File: config.mk
export PLATFORM = sky130hd
export DESIGN_NAME = pc_next_unit
export DESIGN_NICKNAME = d
export VERILOG_FILES = /design/src/rtl/pc_next_unit.sv
export SDC_FILE = /design/constraint.sdc
export NUM_CORES = 1
export LEC_CHECK = 0
export ABC_AREA = 1
export BUFFER_PORTS_ARGS = -buffer_cell sky130_fd_sc_hd__buf_2
export CAP_MARGIN = 10
export CORE_ASPECT_RATIO = 0.7
export CORE_MARGIN = 3
export CORE_UTILIZATION = 25
export CTS_CLUSTER_DIAMETER = 200
export DETAILED_ROUTE_END_ITERATION = 8
export PLACE_DENSITY = 0.43
export SLEW_MARGIN = 20
export SYNTH_ARGS = -nofsm -noshare
export SYNTH_HDL_FRONTEND = slang
export SYNTH_SLANG_ARGS = --single-unit
File: constraint.sdc
create_clock -name clk -period 2.95 [get_ports clk]
set_input_delay 0.1475 -clock clk [delete_from_list [all_inputs] [get_ports clk]]
set_output_delay 0.1475 -clock clk [all_outputs]
set_load 0.02 [all_outputs]
File: src/rtl/pc_next_unit.sv
// rtl/pc_next_unit.sv - registered program counter with stall buffer, interrupt latch and EPC capture
module pc_next_unit #(
    parameter int          WIDTH     = 32,
    parameter logic [31:0] RESET_VEC = 32'h8000_0000,
    parameter logic [31:0] INT_VEC   = 32'h8000_0004,
    parameter logic [31:0] EXC_VEC   = 32'h8000_0008,
    parameter int          PC_STEP   = 4
) (
    input  logic             clk,
    input  logic             reset,
    input  logic             iStall,
    input  logic [2:0]       iPCSrc,
    input  logic             iBranch,
    input  logic [WIDTH-1:0] iJumpTgt,
    input  logic [WIDTH-1:0] iJumpReg,
    input  logic [WIDTH-1:0] iBranchTarget,
    input  logic             iIntReq,
    output logic [WIDTH-1:0] oPC,
    output logic [WIDTH-1:0] oPC_plus_4,
    output logic [WIDTH-1:0] oEPC,
    output logic             oIntPending,
    output logic             oRedirect
);

    localparam logic [WIDTH-1:0] RESET_PC = WIDTH'(RESET_VEC);
    localparam logic [WIDTH-1:0] INT_PC   = WIDTH'(INT_VEC);
    localparam logic [WIDTH-1:0] EXC_PC   = WIDTH'(EXC_VEC);
    localparam logic [WIDTH-1:0] STEP     = WIDTH'(PC_STEP);

    typedef enum logic [1:0] {
        ST_RUN,
        ST_HOLD,
        ST_HOLD_PEND
    } state_t;

    typedef enum logic [2:0] {
        K_J,
        K_JR,
        K_BR,
        K_INT,
        K_EXC
    } kind_t;

    state_t           state_q, state_d;
    logic [WIDTH-1:0] pc_q, pc_d;
    logic [WIDTH-1:0] epc_q, epc_d;
    logic             pend_q, pend_d;
    logic             redir_q, redir_d;
    logic [WIDTH-1:0] buf_tgt_q, buf_tgt_d;
    kind_t            buf_kind_q, buf_kind_d;

    logic             live_exc, live_int, live_br, live_j, live_jr, live_nonseq;
    kind_t            live_kind;
    logic [WIDTH-1:0] live_tgt;
    logic [WIDTH-1:0] seq_pc;
    logic [WIDTH-1:0] base_pc;
    logic             base_seq;
    logic             buf_valid, exc_win, int_win;

    assign seq_pc      = pc_q + STEP;
    assign oPC         = pc_q;
    assign oPC_plus_4  = seq_pc;
    assign oEPC        = epc_q;
    assign oIntPending = pend_q;
    assign oRedirect   = redir_q;

    // Decode the live request into a single kind/target pair (only one can be active per cycle)
    always_comb begin
        live_exc    = (iPCSrc == 3'b011);
        live_int    = (iPCSrc == 3'b101);
        live_br     = (iPCSrc == 3'b100) && iBranch;
        live_j      = (iPCSrc == 3'b001);
        live_jr     = (iPCSrc == 3'b010);
        live_nonseq = live_exc | live_int | live_br | live_j | live_jr;
        live_kind   = K_J;
        live_tgt    = iJumpTgt;
        if (live_exc) begin
            live_kind = K_EXC;
            live_tgt  = EXC_PC;
        end else if (live_int) begin
            live_kind = K_INT;
            live_tgt  = INT_PC;
        end else if (live_br) begin
            live_kind = K_BR;
            live_tgt  = iBranchTarget;
        end else if (live_jr) begin
            live_kind = K_JR;
            live_tgt  = iJumpReg;
        end
    end

    // Next-state, next-PC, buffer and interrupt-latch selection
    always_comb begin
        state_d    = state_q;
        pc_d       = pc_q;
        epc_d      = epc_q;
        pend_d     = pend_q | iIntReq;
        redir_d    = 1'b0;
        buf_tgt_d  = buf_tgt_q;
        buf_kind_d = buf_kind_q;
        buf_valid  = (state_q == ST_HOLD_PEND);
        exc_win    = 1'b0;
        int_win    = 1'b0;
        base_pc    = seq_pc;
        base_seq   = 1'b1;

        if (iStall) begin
            if (!buf_valid) begin
                if (live_nonseq) begin
                    buf_tgt_d  = live_tgt;
                    buf_kind_d = live_kind;
                    state_d    = ST_HOLD_PEND;
                end else begin
                    state_d    = ST_HOLD;
                end
            end else if (live_exc && (buf_kind_q != K_EXC)) begin
                // An exception must never be lost behind an older, weaker redirect
                buf_tgt_d  = EXC_PC;
                buf_kind_d = K_EXC;
            end
        end else begin
            state_d = ST_RUN;
            exc_win = live_exc || (buf_valid && (buf_kind_q == K_EXC));
            if (buf_valid) begin
                int_win = pend_q || (buf_kind_q == K_INT);
                if ((buf_kind_q == K_J) || (buf_kind_q == K_JR) || (buf_kind_q == K_BR)) begin
                    base_pc  = buf_tgt_q;
                    base_seq = 1'b0;
                end
            end else begin
                int_win = pend_q || live_int;
                if (live_br) begin
                    base_pc  = iBranchTarget;
                    base_seq = 1'b0;
                end else if (live_j) begin
                    base_pc  = iJumpTgt;
                    base_seq = 1'b0;
                end else if (live_jr) begin
                    base_pc  = iJumpReg;
                    base_seq = 1'b0;
                end
            end

            if (exc_win) begin
                pc_d    = EXC_PC;
                epc_d   = pc_q;
                redir_d = 1'b1;
            end else if (int_win) begin
                // The resume point is whatever would have loaded had the interrupt not been taken
                pc_d    = INT_PC;
                epc_d   = base_pc;
                redir_d = 1'b1;
                pend_d  = iIntReq;
            end else begin
                pc_d    = base_pc;
                redir_d = !base_seq;
            end
        end
    end

    // State register with synchronous reset
    always_ff @(posedge clk) begin
        if (reset) begin
            state_q    <= ST_RUN;
            pc_q       <= RESET_PC;
            epc_q      <= '0;
            pend_q     <= 1'b0;
            redir_q    <= 1'b0;
            buf_tgt_q  <= '0;
            buf_kind_q <= K_J;
        end else begin
            state_q    <= state_d;
            pc_q       <= pc_d;
            epc_q      <= epc_d;
            pend_q     <= pend_d;
            redir_q    <= redir_d;
            buf_tgt_q  <= buf_tgt_d;
            buf_kind_q <= buf_kind_d;
        end
    end

endmodule

==> results of run 1 <==
==> layout make-up <==
cell class | count | area [um^2]
inverters | 111 | 417
clock buffers | 9 | 225
repair buffers | 221 | 1180
well taps | 357 | 447
clock inverters | 6 | 38.8
multi-input cells | 806 | 3900
fillers | 3009 | 17700
flip-flops and latches | 103 | 2060
==> state kept, by name, indices dropped and copies added, names as in the netlist <==
name         cells
buf_kind_q       3
oPC             32
oRedirect        1
oIntPending      1
buf_tgt_q       32
state_q          2
oEPC            32
==> how the worst max path moves through the flow <==
stage | startpoint | end | slack [ps]
finish | oPC[3]$_SDFFE_PP0N_ | oPC_plus_4[28] | 500
global route | oPC[3]$_SDFFE_PP0N_ | oPC_plus_4[28] | 390
CTS | oPC[3]$_SDFFE_PP0N_ | oPC_plus_4[28] | 500
detailed placement | iPCSrc[2] | buf_tgt_q[23]$_SDFFE_PP0P_ | 750
global placement | iPCSrc[2] | buf_tgt_q[20]$_SDFFE_PP0P_ | 760
floorplan | oPC[2]$_SDFFE_PP0N_ | oEPC[30]$_SDFFE_PP0P_ | 870
==> layout by cell type, fill, tap and decap left out, types with 4 or more instances in the layout <==
master / n
a211oi_1: 5
a21oi_1: 114
a22o_1: 4
a22oi_1: 11
buf_2: 201
buf_4: 18
clkbuf_16: 9
dfxtp_1: 103
inv_1: 99
inv_2: 12
nand2_1: 377
nand2_2: 6
nand3_1: 34
nand3b_1: 4
nand4_1: 4
nor2_1: 37
nor2_4: 8
nor3_1: 9
o211ai_1: 16
o21ai_0: 90
o21ai_1: 23
o221ai_1: 4
o22ai_1: 4
or2_0: 7
or2_2: 4
xor2_1: 15
==> power groups by stage <==
stage	clock (mW)	sequential (mW)	combinational [mW]
5_1_grt	1.24	1.55	0.963
3_5_place_dp	0	1.57	0.866
6_report	1.16	1.54	0.859
4_1_cts	1.18	1.54	0.870
2_1_floorplan	0	1.62	0.468
3_3_place_gp	0	1.57	0.864
==> logic make-up (layout without fill, tap and decap cells) <==
kind of cell | after synthesis | count (layout)
and+or+nand+nor | 504 | 504
AOI/OAI and AO/OA | 281 | 281
buffers and inverters | 172 | 347
muxes | 2 | 2
DFF | 103 | 103
adders and majority gates | 1 | 1
xor gates and xnor gates | 18 | 18
==> stage by stage <==
| step | std cells | worst slack, ps | cell area, um^2 | hold WS (ps) |
|---|---|---|---|---|
| detailed placement | 1598 | 749 | 8010 | 414 |
| global placement | 1598 | 763 | 8010 | 411 |
| global route | 1613 | 386 | 8270 | 61.7 |
| finish | 1613 | 503 | 8270 | 38.8 |
| floorplan | 1081 | 867 | 6690 | 226 |
| CTS | 1613 | 501 | 8270 | 37.7 |
==> metal layers <==
layer / vias up / track usage, % / share of wire, %
li1: 3851 / - / -
met1: 3376 / 28.7 / 50
met2: 201 / 32.4 / 44
met3: 14 / 3.92 / 5.5
met4: 0 / 2.60 / 0.60
met5: - / 0 / 0
==> worst reg2reg max path, delay by kind of cell (launching register included) <==
| kind | cells | cell delay, ps |
|---|---|---|
| AND/OR/NAND/NOR | 9 | 1110 |
| flip-flops | 1 | 450 |
| AO/OA/AOI/OAI | 2 | 310 |
| adder cells (fa/ha/maj) | 1 | 240 |
==> summary.md, run 1 <==
| Metric | Value |
|---|---|
| Delay-heaviest family, CP | `simple AND/OR/NAND/NOR gates` |
| Site row count | `49` |
| Syn Nets | `1186` |
| VDD IR max | `261 uV` |
| Largest family of logic cells by synthesized area | `simple AND/OR/NAND/NOR gates` |
| Status | `finished, final reports clean` |
| Synthesized area | `6690 um^2` |
| Drt drc | `0` |
| Post-synthesis compound-gate area fraction | `23.2%` |
| Cell mode on critical path | `nand2_1` |
| Worst-margin pin slew | `632 ps` |
| Sequential share of power | `43.3%` |
| Post-CTS setup buffer count | `0` |
| Wire length per cell | `17.9 um` |
| Synth area leader | `dfxtp_1` |
| Worst Path Required | `2800 ps` |
| H-tree levels | `3` |
| Finish-stage setup viols | `0` |
| Total track usage | `20.1%` |
| Pre-antenna DRT Iters | `6` |
| Area growth, synth to finish | `23.8%` |
| Layout cells sized above 1 | `22.2%` |
| DIE AREA | `28800 um^2` |
| Share of the synthesized area in the top cell type | `30.8%` |
| Power per standard cell area | `430 nW/um^2` |
| Crit Reg-Reg Startpoint | `oPC[3]$_SDFFE_PP0N_` |
| Most common cell in the netlist | `nand2_1` |
| Post-route setup TNS | `0 ps` |
| Total number of yosys warnings | `0` |
| Combinational power share | `24.1%` |
| Core ar. | `26000 um^2` |
| Min-delay worst type | `in -> reg` |
| Clock Latency Late Sink | `370 ps` |
| Antenna violations before repair | `0` |
| Final hold vios | `0` |
| Setup CP Type | `reg -> out` |
| I/O pin cnt | `202` |
| Worst-path clk slew | `80 ps` |
| Post-Syn Instances | `1081` |
| Yosys reg bits | `103` |
| CP Cell Sequence | `ha_1 > nand2_1 > nor2_4 > nand3_1 > nor2_1 > nand2_1 > xor2_1 > inv_1 > buf_2` |
| CTS max path bufs | `2` |
| Clock power frac | `32.6%` |
| Slowest CP cell | `dfxtp_1` |
| Post-synth top cells | `377 x nand2_1, 114 x a21oi_1, 103 x dfxtp_1` |
| Root Driver | `clkbuf_16` |
| Grt ovf | `0` |
| Largest net degree at the start of global routing | `38` |
| CTS Hold Buffers Added | `0` |
| Number of buffers created by CTS | `9` |
| Vias per cell | `4.61` |
| Detailed Route WL | `28900 um` |
| Register area share after synthesis | `30.8%` |
| Post-synthesis adder-cell area fraction | `0.187%` |
| Syn Area/Cell | `6.18 um^2` |
| RSZ-0062 raised after global routing | `no` |
| Sw frac | `34.9%` |
| Die Span Y | `143 um` |
| Max-slew violations | `0` |
| GPL Wtd Cong | `0.831` |
| Int Power | `2.32 mW` |
| Crit path DAT | `2300 ps` |
| Max Clock Freq | `409 MHz` |
| Clock sink count | `103` |
| Mux cell area share after synthesis | `0.299%` |
| CTS tree | `built` |
| Total net switching power | `1.24 mW` |
| Number of enable flip-flop cells after synthesis | `0` |
| Worst Path Buf+Inv | `2` |
| Vias in the first global route | `7381` |
| Final min period | `2450 ps` |
| Final period util | `83.0%` |
| Reg2Reg Depth | `12` |
| Synth Area in Simple Gates | `32.1%` |
| Hold endpoint | `oIntPending$_SDFF_PP0_` |
| Post-synthesis xor/xnor area fraction | `2.58%` |
| WHS Path Cells | `3` |
| CP endpoint kind | `output pin` |
| Leak | `4.03 nW` |
| Netlist cell types | `46` |
| Die width | `201 um` |
| Antenna diode count | `0` |
| Final Util | `31.8%` |
| Final ANT Viol Nets | `0` |
| Crit path depth | `9` |
| R2R Setup Slk | `700 ps` |
| Initial Utilization | `25.7%` |
| Setup Skew | `16.8 ps` |
| Synth area leaders | `dfxtp_1 31%, nand2_1 21%, a21oi_1 8.5%, o21ai_0 6.7%, inv_1 5.6%` |
| Via count | `7442` |
| Worst R2R End | `oEPC[20]$_SDFFE_PP0P_` |
| CP startpoint kind | `flip-flop` |
| HP Start | `iIntReq` |
| Post-cts sizing count | `0` |
| Crit-path max FO | `6` |
| Max-cap violations | `0` |
| HPWL after detailed placement | `22400 um` |
| Initial DRC count | `539` |
| Primary FF master, synth | `dfxtp_1` |
| Worst stage delay on the critical path | `450 ps` |
| Post-synthesis async set-or-reset flop share | `0%` |
| Worst slew margin | `57.8%` |
| Global-route wire length before repair | `44700 um` |
| Final nets | `1357` |
| Total power | `3.56 mW` |
| I/O Buffers | `201` |
Power figures use the tool's default switching activity.
==> run 2: changes to the inputs <==
--- a/config.mk
+++ b/config.mk
@@ -5,7 +5,7 @@
 export SDC_FILE = /design/constraint.sdc
 export NUM_CORES = 1
 export LEC_CHECK = 0
-export ABC_AREA = 1
+export ABC_AREA = 0
 export BUFFER_PORTS_ARGS = -buffer_cell sky130_fd_sc_hd__buf_2
 export CAP_MARGIN = 10
 export CORE_ASPECT_RATIO = 0.7
==> constraint.sdc (replaced) <==
create_clock -name clk -period 2.3 [get_ports clk]
set_input_delay 0.115 -clock clk [delete_from_list [all_inputs] [get_ports clk]]
set_output_delay 0.115 -clock clk [all_outputs]
set_load 0.02 [all_outputs]
==> summary.md, run 2 <==
| Metric | Value |
|---|---|
| Hold endpoint | `buf_tgt_q[7]$_SDFFE_PP0P_ (was oIntPending$_SDFF_PP0_)` |
| Power per standard cell area | `541 nW/um^2 (was 430 nW/um^2)` |
| Worst slew margin | `63.9% (was 57.8%)` |
| Worst-margin pin slew | `542 ps (was 632 ps)` |
| Worst-path clk slew | `80 ps (about the same)` |
| Post-synthesis adder-cell area fraction | `0.196% (was 0.187%)` |
| RSZ-0062 raised after global routing | `yes (was no)` |
| VDD IR max | `370 uV (was 261 uV)` |
| Number of buffers created by CTS | `9 (unchanged)` |
| Setup Skew | `13.3 ps (was 16.8 ps)` |
| Finish-stage setup viols | `7 (was 0)` |
| Total track usage | `20.9% (was 20.1%)` |
| Max Clock Freq | `427 MHz` |
| Post-synthesis async set-or-reset flop share | `0% (unchanged)` |
| Detailed Route WL | `30100 um (was 28900 um)` |
| DIE AREA | `27600 um^2 (was 28800 um^2)` |
| Largest family of logic cells by synthesized area | `compound AO/OA/AOI/OAI gates (was simple AND/OR/NAND/NOR gates)` |
| CTS tree | `built (unchanged)` |
| Final hold vios | `0 (unchanged)` |
| R2R Setup Slk | `70 ps (was 700 ps)` |
| Setup CP Type | `reg -> out (unchanged)` |
| Final min period | `2340 ps` |
| Primary FF master, synth | `dfxtp_1 (unchanged)` |
| Die width | `197 um (was 201 um)` |
| Synthesized area | `6400 um^2 (was 6690 um^2)` |
| CP startpoint kind | `flip-flop (unchanged)` |
| Most frequent cells in the layout | `188 x buf_2, 131 x nand2_1, 109 x buf_4 (was 377 x nand2_1, 201 x buf_2, 114 x a21oi_1)` |
| CP Launch Point | `oPC[2]$_SDFFE_PP0N_ (was oPC[3]$_SDFFE_PP0N_)` |
| Post-Syn Instances | `858 (was 1081)` |
| Share of the synthesized area in the top cell type | `32.2% (was 30.8%)` |
| Crit-path max FO | `5 (was 6)` |
| Die Span Y | `140 um (was 143 um)` |
| Total number of yosys warnings | `0 (unchanged)` |
| Most common cell in the netlist | `nand2_1 (unchanged)` |
| Post-synthesis compound-gate area fraction | `28.9% (was 23.2%)` |
| Clock Latency Late Sink | `370 ps (about the same)` |
| Delay-heaviest family, CP | `simple AND/OR/NAND/NOR gates (unchanged)` |
| Final nets | `1211 (was 1357)` |
| Grt ovf | `0 (unchanged)` |
| Antenna violations before repair | `0 (unchanged)` |
| Vias in the first global route | `6848 (was 7381)` |
| Min-delay worst type | `in -> reg (unchanged)` |
| Worst R2R End | `oEPC[23]$_SDFFE_PP0P_ (was oEPC[20]$_SDFFE_PP0P_)` |
| Post-synthesis xor/xnor area fraction | `2.74% (was 2.58%)` |
| Syn Area/Cell | `7.46 um^2 (was 6.18 um^2)` |
| Final ANT Viol Nets | `0 (unchanged)` |
| Global-route wire length before repair | `44200 um (was 44700 um)` |
| Area growth, synth to finish | `42.2% (was 23.8%)` |
| Commonest non-fill, non-tap cell in the layout | `buf_2 (was nand2_1)` |
| Leak | `4.00 nW (was 4.03 nW)` |
| WHS Path Cells | `4 (was 3)` |
| Synth area leader | `dfxtp_1 (unchanged)` |
| HP Start | `iBranchTarget[7] (was iIntReq)` |
| Final period util | `102%` |
| Final setup margin | `-44.5 ps (was 503 ps)` |
| Status | `finished with violations (was finished, final reports clean)` |
| Total power | `4.93 mW (was 3.56 mW)` |
| Synth area leaders | `dfxtp_1 32%, nand2_1 7.9%, a22o_1 5.1%, nor2_1 4.9%, o21ai_0 4.5% (was dfxtp_1 31%, nand2_1 21%, a21oi_1 8.5%, o21ai_0 6.7%, inv_1 5.6%)` |
| Worst stage delay on the critical path | `370 ps (was 450 ps)` |
| Synth Area in Simple Gates | `28.1% (was 32.1%)` |
| Pre-antenna DRT Iters | `5 (was 6)` |
| Number of enable flip-flop cells after synthesis | `0 (unchanged)` |
| CTS max path bufs | `2 (unchanged)` |
| H-tree levels | `3 (unchanged)` |
| Layout cells sized above 1 | `36.0% (was 22.2%)` |
| Root Driver | `clkbuf_16 (unchanged)` |
| Slowest CP cell | `dfxtp_2 (was dfxtp_1)` |
| Mux cell area share after synthesis | `1.72% (was 0.299%)` |
| Worst Path Buf+Inv | `4 (was 2)` |
| GPL Wtd Cong | `0.826 (was 0.831)` |
| I/O Buffers | `201 (unchanged)` |
| Worst Path Required | `2180 ps (was 2800 ps)` |
| Initial Utilization | `25.7% (about the same)` |
| Yosys reg bits | `103 (unchanged)` |
| Crit Reg-Reg Startpoint | `oPC[3]$_SDFFE_PP0N_ (unchanged)` |
| Antenna diode count | `0 (unchanged)` |
| Failing checks | `negative setup slack` |
| CP endpoint kind | `output pin (unchanged)` |
| Max-cap violations | `0 (unchanged)` |
| Reg2Reg Depth | `9 (was 12)` |
| I/O pin cnt | `202 (unchanged)` |
| Syn Nets | `963 (was 1186)` |
| Post-synth top cells | `135 x nand2_1, 103 x dfxtp_1, 83 x nor2_1 (was 377 x nand2_1, 114 x a21oi_1, 103 x dfxtp_1)` |
| Via count | `7556 (was 7442)` |
| Hold slack | `90.1 ps (was 38.8 ps)` |
| Drt drc | `0 (unchanged)` |
| HPWL after detailed placement | `23000 um (was 22400 um)` |
| Site row count | `48 (was 49)` |
| Largest net degree at the start of global routing | `49 (was 38)` |
| Max-slew violations | `0 (unchanged)` |
| Wire length per cell | `21.0 um (was 17.9 um)` |
| Crit path DAT | `2230 ps (was 2300 ps)` |
| Register area share after synthesis | `32.2% (was 30.8%)` |
| CP Cell Sequence | `buf_6 > nand4_1 > nor4_4 > buf_4 > nand4_1 > xnor2_1 > buf_4 > buf_6 (was ha_1 > nand2_1 > nor2_4 > nand3_1 > nor2_1 > nand2_1 > xor2_1 > inv_1 > buf_2)` |
| Netlist cell types | `67 (was 46)` |
| Core ar. | `24900 um^2 (was 26000 um^2)` |
| Vias per cell | `5.26 (was 4.61)` |
| Clock sink count | `103 (unchanged)` |
| Initial DRC count | `642 (was 539)` |
[run 2: cell count changes after synthesis, moves of 18 or more]
cell	previous run	this run
a21oi_1	114	46
a22o_1	4	37
a31oi_1	1	19
clkbuf_1	26	53
inv_1	99	11
nand2_1	377	135
nand3_1	34	14
nor2_1	38	83
nor4_1	1	26
o21ai_0	90	57
o21ai_1	23	0
[run 2: worst max-delay path by stage]
stage,to,cells after the start,slack (ps)
4_1_cts,oPC_plus_4[22],6,-70
5_1_grt,oPC_plus_4[25],8,-160
3_5_place_dp,oEPC[24]$_SDFFE_PP0P_,7,90
3_3_place_gp,oEPC[24]$_SDFFE_PP0P_,7,100
6_report,oPC_plus_4[25],8,-40
2_1_floorplan,oEPC[28]$_SDFFE_PP0P_,8,-20
[run 2: where the power goes]
part	internal, mW	total [mW]	leakage (nW)	switching (mW)
logic	0.510	1.28	3.01	0.771
registers	1.88	1.96	0.846	0.0770
clock network	0.870	1.69	0.146	0.818
total	3.26	4.93	4.00	1.67
[run 2: cell families after synthesis]
logic type,count (synthesis)
and+or+nand+nor,366
muxes,11
adders and majority gates,1
DFF,103
buffers and inverters,92
xor gates and xnor gates,20
AOI/OAI and AO/OA,265
[run 2: timing repair]
item | in CTS | in global routing
pin swaps | 4 | 12
hold buffers | 1 | 0
gates resized for setup | 23 | 44
endpoints found under the setup margin | 8 | 26
gates cloned | 0 | 1
hold endpoints to repair | 1 | 0
setup buffers | 2 | 12
[run 2: cell type report]
type	instances	area, um^2
Fill cell	2657	15800
Multi-Input combinational cell	664	4210
Sequential cell	103	2090
Timing Repair Buffer	317	2040
Tap cell	325	407
Clock buffer	9	225
Clock inverter	7	85.1
Inverter	11	41.3
[run 2: metrics by stage]
step                      utilization, %  area (um^2)  setup TNS [ps]  cells  worst slack (ps)
after floorplan                        -         6450           -15.5    858             -15.5
after global placement              33.7         8400               0   1404              98.3
after detailed placement            33.7         8400               0   1404              93.8
after CTS                           35.4         8820            -227   1423             -67.6
after global routing                36.5         9100           -1020   1436              -162
final                               36.5         9100            -146   1436             -44.5
[run 2: tightest hold or removal path: stages]
cell and delay, ps:
buf_2 70, nand2_1 50, o21ai_0 70, a22o_1 110
[run 2: metal layers]
layer	vias up	part of all wire, %	GRT usage (%)
met5	-	0	0
met4	0	0.57	2.89
met3	13	7.3	3.68
met2	296	38	26.6
met1	3576	54	35.7
li1	3671	-	-
